**src/rtl/uid_auth_if.sv**
```systemverilog
// Command/response bundle between the frame parser and the UID authorisation table.
interface uid_auth_if #(
  parameter int UID_MAX = 8
);
  localparam int IDX_W = $clog2(UID_MAX);
  localparam int CNT_W = $clog2(UID_MAX + 1);

  logic [7:0]       cmd;
  logic             valid;
  logic [127:0]     uid_bytes_flat;
  logic [7:0]       uid_len;
  logic             ready;
  logic             done;
  logic [2:0]       status;
  logic [IDX_W-1:0] match_idx;
  logic [CNT_W-1:0] uid_count;

  modport master (
    output cmd, valid, uid_bytes_flat, uid_len,
    input  ready, done, status, match_idx, uid_count
  );

  modport slave (
    input  cmd, valid, uid_bytes_flat, uid_len,
    output ready, done, status, match_idx, uid_count
  );
endinterface

```
**src/rtl/uid_auth_table.sv**
```systemverilog
// UID table with check/add/delete/clear; capture cycle, then UID_MAX-cycle scan (or none), then one RESP cycle.
// ready is high only while idle with nothing captured; valid while busy is dropped, not queued.
module uid_auth_table #(
  parameter int UID_MAX     = 8,
  parameter int UID_LEN_MAX = 10
) (
  input logic     clk,
  input logic     rst,
  uid_auth_if.slave bus
);
  localparam int IDX_W = $clog2(UID_MAX);
  localparam int CNT_W = $clog2(UID_MAX + 1);
  localparam int DW    = UID_LEN_MAX * 8;

  localparam logic [7:0] CMD_CHECK = 8'h10;
  localparam logic [7:0] CMD_ADD   = 8'h11;
  localparam logic [7:0] CMD_DEL   = 8'h12;
  localparam logic [7:0] CMD_CLEAR = 8'h13;

  localparam logic [2:0] ST_OK        = 3'd0;
  localparam logic [2:0] ST_NOT_FOUND = 3'd1;
  localparam logic [2:0] ST_DUP       = 3'd2;
  localparam logic [2:0] ST_FULL      = 3'd3;
  localparam logic [2:0] ST_BAD_LEN   = 3'd4;
  localparam logic [2:0] ST_BAD_CMD   = 3'd5;

  typedef enum logic [1:0] {IDLE, SCAN, RESP} state_t;
  state_t state, state_nxt;

  logic             go;
  logic [7:0]       cap_cmd, cap_len;
  logic [DW-1:0]    cap_dat, in_masked;
  logic [DW-1:0]    tbl_dat [UID_MAX];
  logic [7:0]       tbl_len [UID_MAX];
  logic [UID_MAX-1:0] tbl_vld;
  logic [IDX_W-1:0] idx, hit_idx, free_idx, hit_sel, free_sel;
  logic             hit_found, free_found, cur_hit, cur_free, hit_any, free_any;
  logic [2:0]       status_q;
  logic [IDX_W-1:0] match_idx_q;
  logic [CNT_W-1:0] count_q;
  logic             ready, done, accept, len_ok, is_scan_cmd, last, add_wr;
  logic             unused_bits;

  assign unused_bits = ^bus.uid_bytes_flat;

  // Bytes past uid_len are zeroed so a full-width compare equals a prefix compare.
  always_comb begin
    in_masked = '0;
    for (int k = 0; k < UID_LEN_MAX; k++)
      if (k < int'(bus.uid_len)) in_masked[8*k +: 8] = bus.uid_bytes_flat[8*k +: 8];
  end

  assign len_ok      = (cap_len != 8'd0) && (cap_len <= 8'(UID_LEN_MAX));
  assign is_scan_cmd = cap_cmd inside {CMD_CHECK, CMD_ADD, CMD_DEL};
  assign last        = (idx == IDX_W'(UID_MAX - 1));
  assign cur_hit     = tbl_vld[idx] && (tbl_len[idx] == cap_len) && (tbl_dat[idx] == cap_dat);
  assign cur_free    = !tbl_vld[idx];
  assign hit_any     = hit_found || cur_hit;
  assign free_any    = free_found || cur_free;
  assign hit_sel     = hit_found ? hit_idx : idx;
  assign free_sel    = free_found ? free_idx : idx;
  assign add_wr      = (state == SCAN) && last && (cap_cmd == CMD_ADD) && !hit_any && free_any;

  always_ff @(posedge clk) begin
    if (rst) state <= IDLE;
    else     state <= state_nxt;
  end

  always_comb begin
    state_nxt = state;
    ready     = 1'b0;
    done      = 1'b0;
    accept    = 1'b0;
    case (state)
      IDLE: begin
        ready  = !go;
        accept = bus.valid && !go;
        if (go) state_nxt = (is_scan_cmd && len_ok) ? SCAN : RESP;
      end
      SCAN: if (last) state_nxt = RESP;
      RESP: begin
        done      = 1'b1;
        state_nxt = IDLE;
      end
      default: state_nxt = IDLE;
    endcase
  end

  always_ff @(posedge clk) begin
    if (rst) begin
      go          <= 1'b0;
      cap_cmd     <= '0;
      cap_len     <= '0;
      cap_dat     <= '0;
      tbl_vld     <= '0;
      idx         <= '0;
      hit_idx     <= '0;
      free_idx    <= '0;
      hit_found   <= 1'b0;
      free_found  <= 1'b0;
      status_q    <= ST_OK;
      match_idx_q <= '0;
      count_q     <= '0;
    end else begin
      go <= accept;
      if (accept) begin
        cap_cmd <= bus.cmd;
        cap_len <= bus.uid_len;
        cap_dat <= in_masked;
      end
      if (state == IDLE && go) begin
        idx        <= '0;
        hit_found  <= 1'b0;
        free_found <= 1'b0;
        if (!(is_scan_cmd && len_ok)) begin
          if (cap_cmd == CMD_CLEAR) begin
            tbl_vld     <= '0;
            count_q     <= '0;
            status_q    <= ST_OK;
            match_idx_q <= '0;
          end else if (is_scan_cmd) status_q <= ST_BAD_LEN;
          else                      status_q <= ST_BAD_CMD;
        end
      end
      if (state == SCAN) begin
        idx        <= idx + 1'b1;
        hit_found  <= hit_any;
        free_found <= free_any;
        hit_idx    <= hit_sel;
        free_idx   <= free_sel;
        // All table/status updates land on the edge entering RESP.
        if (last) begin
          case (cap_cmd)
            CMD_CHECK: begin
              status_q <= hit_any ? ST_OK : ST_NOT_FOUND;
              if (hit_any) match_idx_q <= hit_sel;
            end
            CMD_ADD: begin
              if (hit_any) begin
                status_q    <= ST_DUP;
                match_idx_q <= hit_sel;
              end else if (free_any) begin
                status_q          <= ST_OK;
                match_idx_q       <= free_sel;
                tbl_vld[free_sel] <= 1'b1;
                count_q           <= count_q + CNT_W'(1);
              end else status_q <= ST_FULL;
            end
            CMD_DEL: begin
              if (hit_any) begin
                status_q         <= ST_OK;
                match_idx_q      <= hit_sel;
                tbl_vld[hit_sel] <= 1'b0;
                count_q          <= count_q - CNT_W'(1);
              end else status_q <= ST_NOT_FOUND;
            end
            default: status_q <= ST_BAD_CMD;
          endcase
        end
      end
    end
  end

  always_ff @(posedge clk) begin
    if (!rst && add_wr) begin
      tbl_dat[free_sel] <= cap_dat;
      tbl_len[free_sel] <= cap_len;
    end
  end

  assign bus.ready     = ready;
  assign bus.done      = done;
  assign bus.status    = status_q;
  assign bus.match_idx = match_idx_q;
  assign bus.uid_count = count_q;
endmodule

```
**src/flat_wrapper.sv**
```systemverilog
// flat-port wrapper written by rule: the top's interface ports become plain ports
module uid_auth_table_flat 
#(
  parameter int UID_MAX     = 8,
  parameter int UID_LEN_MAX = 10
)
  (clk, rst, bus_cmd, bus_valid, bus_uid_bytes_flat, bus_uid_len, bus_ready, bus_done, bus_status, bus_match_idx, bus_uid_count);
  uid_auth_if #(.UID_MAX(UID_MAX)) bus_i ();
  input logic clk;
  input logic rst;
  input wire logic [$bits(bus_i.cmd)-1:0] bus_cmd;
  input wire logic [$bits(bus_i.valid)-1:0] bus_valid;
  input wire logic [$bits(bus_i.uid_bytes_flat)-1:0] bus_uid_bytes_flat;
  input wire logic [$bits(bus_i.uid_len)-1:0] bus_uid_len;
  output wire logic [$bits(bus_i.ready)-1:0] bus_ready;
  output wire logic [$bits(bus_i.done)-1:0] bus_done;
  output wire logic [$bits(bus_i.status)-1:0] bus_status;
  output wire logic [$bits(bus_i.match_idx)-1:0] bus_match_idx;
  output wire logic [$bits(bus_i.uid_count)-1:0] bus_uid_count;
  assign bus_i.cmd = bus_cmd;
  assign bus_i.valid = bus_valid;
  assign bus_i.uid_bytes_flat = bus_uid_bytes_flat;
  assign bus_i.uid_len = bus_uid_len;
  assign bus_ready = bus_i.ready;
  assign bus_done = bus_i.done;
  assign bus_status = bus_i.status;
  assign bus_match_idx = bus_i.match_idx;
  assign bus_uid_count = bus_i.uid_count;
  uid_auth_table #(.UID_MAX(UID_MAX), .UID_LEN_MAX(UID_LEN_MAX)) u_core (.clk(clk), .rst(rst), .bus(bus_i));
endmodule
```
**config.mk**
```make
export PLATFORM = sky130hd
export DESIGN_NAME = uid_auth_table_flat
export DESIGN_NICKNAME = d
export VERILOG_FILES = /design/src/rtl/uid_auth_if.sv /design/src/rtl/uid_auth_table.sv /design/src/flat_wrapper.sv
export SDC_FILE = /design/constraint.sdc
export NUM_CORES = 1
export LEC_CHECK = 0
export ABC_AREA = 1
export CAP_MARGIN = 20
export CORE_MARGIN = 8
export CORE_UTILIZATION = 30
export CTS_BUF_LIST = sky130_fd_sc_hd__clkbuf_4
export DETAILED_ROUTE_END_ITERATION = 7
export GPL_ROUTABILITY_DRIVEN = 0
export GPL_TIMING_DRIVEN = 0
export MAX_ROUTING_LAYER = met4
export PLACE_DENSITY_LB_ADDON = 0.05
export SYNTH_ARGS = -nofsm -noshare
export SYNTH_HDL_FRONTEND = slang
export SYNTH_SLANG_ARGS = --single-unit
```
**constraint.sdc**
```tcl
create_clock -name clk -period 12.6 [get_ports clk]
set_clock_uncertainty 0.05 [all_clocks]
set_input_delay 2.52 -clock clk [delete_from_list [all_inputs] [get_ports clk]]
set_output_delay 2.52 -clock clk [all_outputs]
set_load 0.005 [all_outputs]
```
==> summary by stage <==
Floorplan
The number of top-level pins is 159. The placeable core region is roughly 120000 µm². The number of cell rows is between 100 and 150. The die is 366 µm tall. The initial utilization of the core area, before any placement, comes to 0.302. The die covers roughly 130000 µm². Measured along the x axis, the die boundary spans 366 µm.

CTS
The clock tree synthesis step divided the H-tree into 4 levels. The deepest clock path buffer count is 3. Counting the buffers created by CTS gives around 230. The clock latency on the worst-skew pair is 1.14 ns. The root buffer cell chosen for the clock tree is sky130_fd_sc_hd__clkbuf_4. The clock input transition at the sequential cells of the worst setup and hold paths is 0.06 ns. TritonCTS built the clock tree. The number of sinks on the clock net is 835. The count of instances resized after the clock tree is built is 0. The hold-fix buffer count after cts is 0. The post-CTS setup buffer count is 0.

Setup path
The category of the most critical setup path is reg2reg. The sort of element at the start of the critical path is a flop. The critical path capture point type is a flop.

The worst-path maximum fanout is 10. The data required time at the worst endpoint is approximately 13 ns. Data arrives at the worst endpoint at just over 7 ns.

Timing
The number of hold violations in the final report is 0. Setup repair after global routing left no endpoint under its margin. Across all hold checks on the routed design, the worst slack comes to roughly 0.4 ns. For the pin with the worst max-slew slack, the measured transition is between 1 and 1.5 ns.

Of the available clock period, the critical path in the final layout requires 0.504. Setup violations remaining at the end of the flow were counted as 0. The maximum frequency from static timing analysis is about 160 MHz. The post-layout minimum cycle time is around 6.3 ns. The total negative slack for setup checks is 0 ns.

The max-slew violation count came to 0. The relative slew slack is 0.160.

Logic synthesis
The share of synthesized area in the top cell type comes to 0.574. The number of library cell types mapped by synthesis is 38. A synthesized cell averages about 9.5 µm². Ranked by total cell area, the synthesized netlist is headed by sky130_fd_sc_hd__edfxtp_1 57%, sky130_fd_sc_hd__nand2_1 13%, sky130_fd_sc_hd__dfxtp_1 7.1%. The flop and latch count out of synthesis is approximately 840. Counting every instance in the synthesized netlist gives between 3000 and 4000. The count of synthesis-stage warnings from yosys is 0.

In this run the cell area of the synthesized design comes to 36800 µm². Synthesis produced a netlist with a net count of between 4000 and 5000. The largest total area in the synthesized netlist belongs to sky130_fd_sc_hd__edfxtp_1. The proportion of synthesized chip area in sequential cells is 0.645.

Finish
The fraction of final layout cells sized beyond drive strength 1 is 0.134. Measured on the finished design, the core utilization comes to 0.364. The number of filler instances in the final layout is roughly 13000. The net count of the finished layout is between 4000 and 5000. The area growth from synthesis to layout is 20.3%.

The count of cells in the finished layout, fillers not included, comes to about 6100.

Placed design
Including well taps, the total number of placed cells is approximately 5700. Summed over all nets, the half-perimeter wirelength after detailed placement is 118 mm. Buffers placed on the I/O ports in this run total approximately 110.

Detailed routing
Dividing the detail-routed wire length by the instance count gives 27.6 µm. Once detail routing completed, the nets flagged for antenna violations numbered 0. After detailed routing, the number of vias per cell comes to ~4.8.

The number of violations reported at the end of detailed-routing iteration 0 is a little under 3000. The routed layout has roughly 29000 vias. After detailed routing, the number of remaining DRC violations is 0. The pre-antenna-repair detailed-routing pass consisted of 6 iterations. The routed wire length is around 170 mm.

GRT
Entering global routing, the biggest net connects 24 pins. In the global route stage, overall resource usage came out at 0.249. For this run the aggregate overflow at the end of global routing stands at 0. The via count of the first global-routing pass is 27400. The wire length of the first global-routing pass is around 230 mm. The number of antenna violations at the first check in global routing is 12.

Power
The clock share of power is 0.433. The switching part of the total is 0.249. The combinational share of power is 0.043.

In this run the power spent charging and discharging nets is 0.00150 W. The total leakage power is around 19 nW. The worst supply voltage drop on vdd is just under 0.00006 V. Of the total power, registers draw 0.524.

The design draws slightly above 0.006 W. The cell area power density is about 140 nW/µm². The internal portion of total power is between 0.004 and 0.005 W.

Job
The max-capacitance violation count is 0.

Min path
The type of the tightest min-delay check is reg2reg.

Run status
The run finished with clean final reports.
==> registers in the layout, summed over array words and instances (netlist names), named ones only <==
| name | count |
|---|---|
| u_core.tbl_dat | 640 |
| u_core.cap_dat | 80 |
| u_core.tbl_len | 64 |
| u_core.cap_cmd | 8 |
| u_core.cap_len | 8 |
| u_core.tbl_vld | 8 |
| u_core.bus.uid_count | 4 |
| u_core.bus.match_idx | 3 |
| u_core.bus.status | 3 |
| u_core.free_idx | 3 |
| u_core.hit_idx | 3 |
| u_core.idx | 3 |
| u_core.state | 2 |
| u_core.free_found | 1 |
| u_core.go | 1 |
| u_core.hit_found | 1 |
==> logic make-up (layout without fill, tap and decap cells) <==
group,count (synthesis),after routing,share of synthesized area
adder cells (fa/ha/maj),4,4,0.00136
other,0,3,0
AND/OR/NAND/NOR,2026,2026,0.226
flip-flops,835,835,0.645
buffers and inverters,679,1283,0.0802
XOR/XNOR,4,4,0.000951
AO/OA/AOI/OAI,317,317,0.0461
==> area by class of cell <==
| class | instances | area [µm²] | share of cell area |
|---|---|---|---|
| clock inverters | 48 | 235 | 0.00531 |
| repair buffers | 170 | 2190 | 0.0494 |
| well taps | 1625 | 2030 | 0.0459 |
| clock buffers | 386 | 2900 | 0.0654 |
| inverters | 501 | 1880 | 0.0425 |
| multi-input cells | 2351 | 10200 | 0.231 |
| flip-flops and latches | 835 | 23800 | 0.536 |
| plain buffers | 178 | 1070 | 0.0243 |
| diodes | 3 | 7.51 | 0.000169 |
==> power groups by stage <==
stage	Clock [W]	Sequential, W	Combinational (W)
final	0.00261	0.00317	0.000258
after global routing	0.00281	0.00317	0.000275
after CTS	0.00268	0.00317	0.000259
after detailed placement	0	0.00323	0.000258
after global placement	0	0.00323	0.000254
after floorplan	0	0.00317	0.000113
==> metal layers <==
layer | share of wire | track usage
met1 | 0.45 | 0.332
met2 | 0.46 | 0.392
met3 | 0.059 | 0.0343
met4 | 0.033 | 0.0824
met5 | 0 | -
==> cell usage after synthesis (all sizes together) <==
cell    instances
nor3            7
o211ai          3
xor2            2
xnor2           2
ha              4
dfxtp         131
nor2          281
nor4            3
or2             6
inv           499
o21ai         154
o21a            1
o22ai           1
nand2        1284
a21oi         118
clkbuf         52
clkinv          2
a31oi           2
a211oi         36
edfxtp        704
nand4           4
nand3         392
nand3b         49
o31ai           1
o21bai          1
buf           126
==> metrics by stage <==
stage	setup WS (ns)	cell area [µm²]
2_1_floorplan	2.81	36800
3_3_place_gp	-7.66	40000
3_5_place_dp	5.26	41200
4_1_cts	6.24	44300
5_1_grt	6.15	44300
6_report	6.25	44300
==> placed cells by master, fill, tap and decap left out, types with 28 or more instances in the layout <==
master / synthesis / routed
sky130_fd_sc_hd__a211oi_1: 36 / 36
sky130_fd_sc_hd__o21ai_1: 31 / 29
sky130_fd_sc_hd__buf_6: 35 / 48
sky130_fd_sc_hd__edfxtp_1: 704 / 704
sky130_fd_sc_hd__buf_2: 57 / 57
sky130_fd_sc_hd__nand3_1: 390 / 390
sky130_fd_sc_hd__inv_1: 495 / 495
sky130_fd_sc_hd__dfxtp_1: 131 / 131
sky130_fd_sc_hd__nand3b_1: 49 / 49
sky130_fd_sc_hd__a21oi_1: 118 / 118
sky130_fd_sc_hd__nand2_1: 1282 / 1282
sky130_fd_sc_hd__clkbuf_1: 52 / 51
sky130_fd_sc_hd__clkdlybuf4s50_1: 0 / 109
sky130_fd_sc_hd__clkbuf_4: 0 / 386
sky130_fd_sc_hd__nor2_1: 280 / 273
sky130_fd_sc_hd__buf_12: 0 / 28
sky130_fd_sc_hd__o21ai_0: 123 / 123
sky130_fd_sc_hd__clkinv_1: 2 / 38
==> worst max-delay path: stages (launching register included) <==
cell and delay [ns]:
sky130_fd_sc_hd__dfxtp_1 0.42, sky130_fd_sc_hd__buf_4 0.26, sky130_fd_sc_hd__clkbuf_1 0.62, sky130_fd_sc_hd__buf_8 0.25, sky130_fd_sc_hd__nand3_1 0.10, sky130_fd_sc_hd__nand2_1 0.07
sky130_fd_sc_hd__nand2_1 0.06, sky130_fd_sc_hd__nand2_1 0.09, sky130_fd_sc_hd__nand2_1 0.38, sky130_fd_sc_hd__nand2_1 0.17, sky130_fd_sc_hd__nor2_1 0.05, sky130_fd_sc_hd__nand2_1 0.15
sky130_fd_sc_hd__nor2_1 0.11, sky130_fd_sc_hd__nand2_1 0.08, sky130_fd_sc_hd__nor2_1 0.08, sky130_fd_sc_hd__nand3_1 0.43, sky130_fd_sc_hd__buf_6 0.23, sky130_fd_sc_hd__nand3_2 0.13
sky130_fd_sc_hd__inv_1 0.12, sky130_fd_sc_hd__nand3_1 0.28, sky130_fd_sc_hd__nor3_2 0.81, sky130_fd_sc_hd__buf_6 0.28, sky130_fd_sc_hd__buf_8 0.17, sky130_fd_sc_hd__buf_6 0.18
sky130_fd_sc_hd__buf_6 0.19, sky130_fd_sc_hd__buf_6 0.18
==> worst paths after layout <==
| path | startpoint | to | slack, ns | cells after the start |
|---|---|---|---|---|
| worst max register to register | flop | u_core.tbl_dat[3][20] | 6.25 | 25 |
| worst max-delay path | flop | u_core.tbl_dat[3][20] | 6.25 | 25 |
| worst min register to register | u_core.cap_cmd[4] | u_core.cap_cmd[4] | 0.41 | 2 |
| worst min-delay path | u_core.cap_cmd[4] | u_core.cap_cmd[4] | 0.41 | 2 |
(Power assumes the default switching activity.)
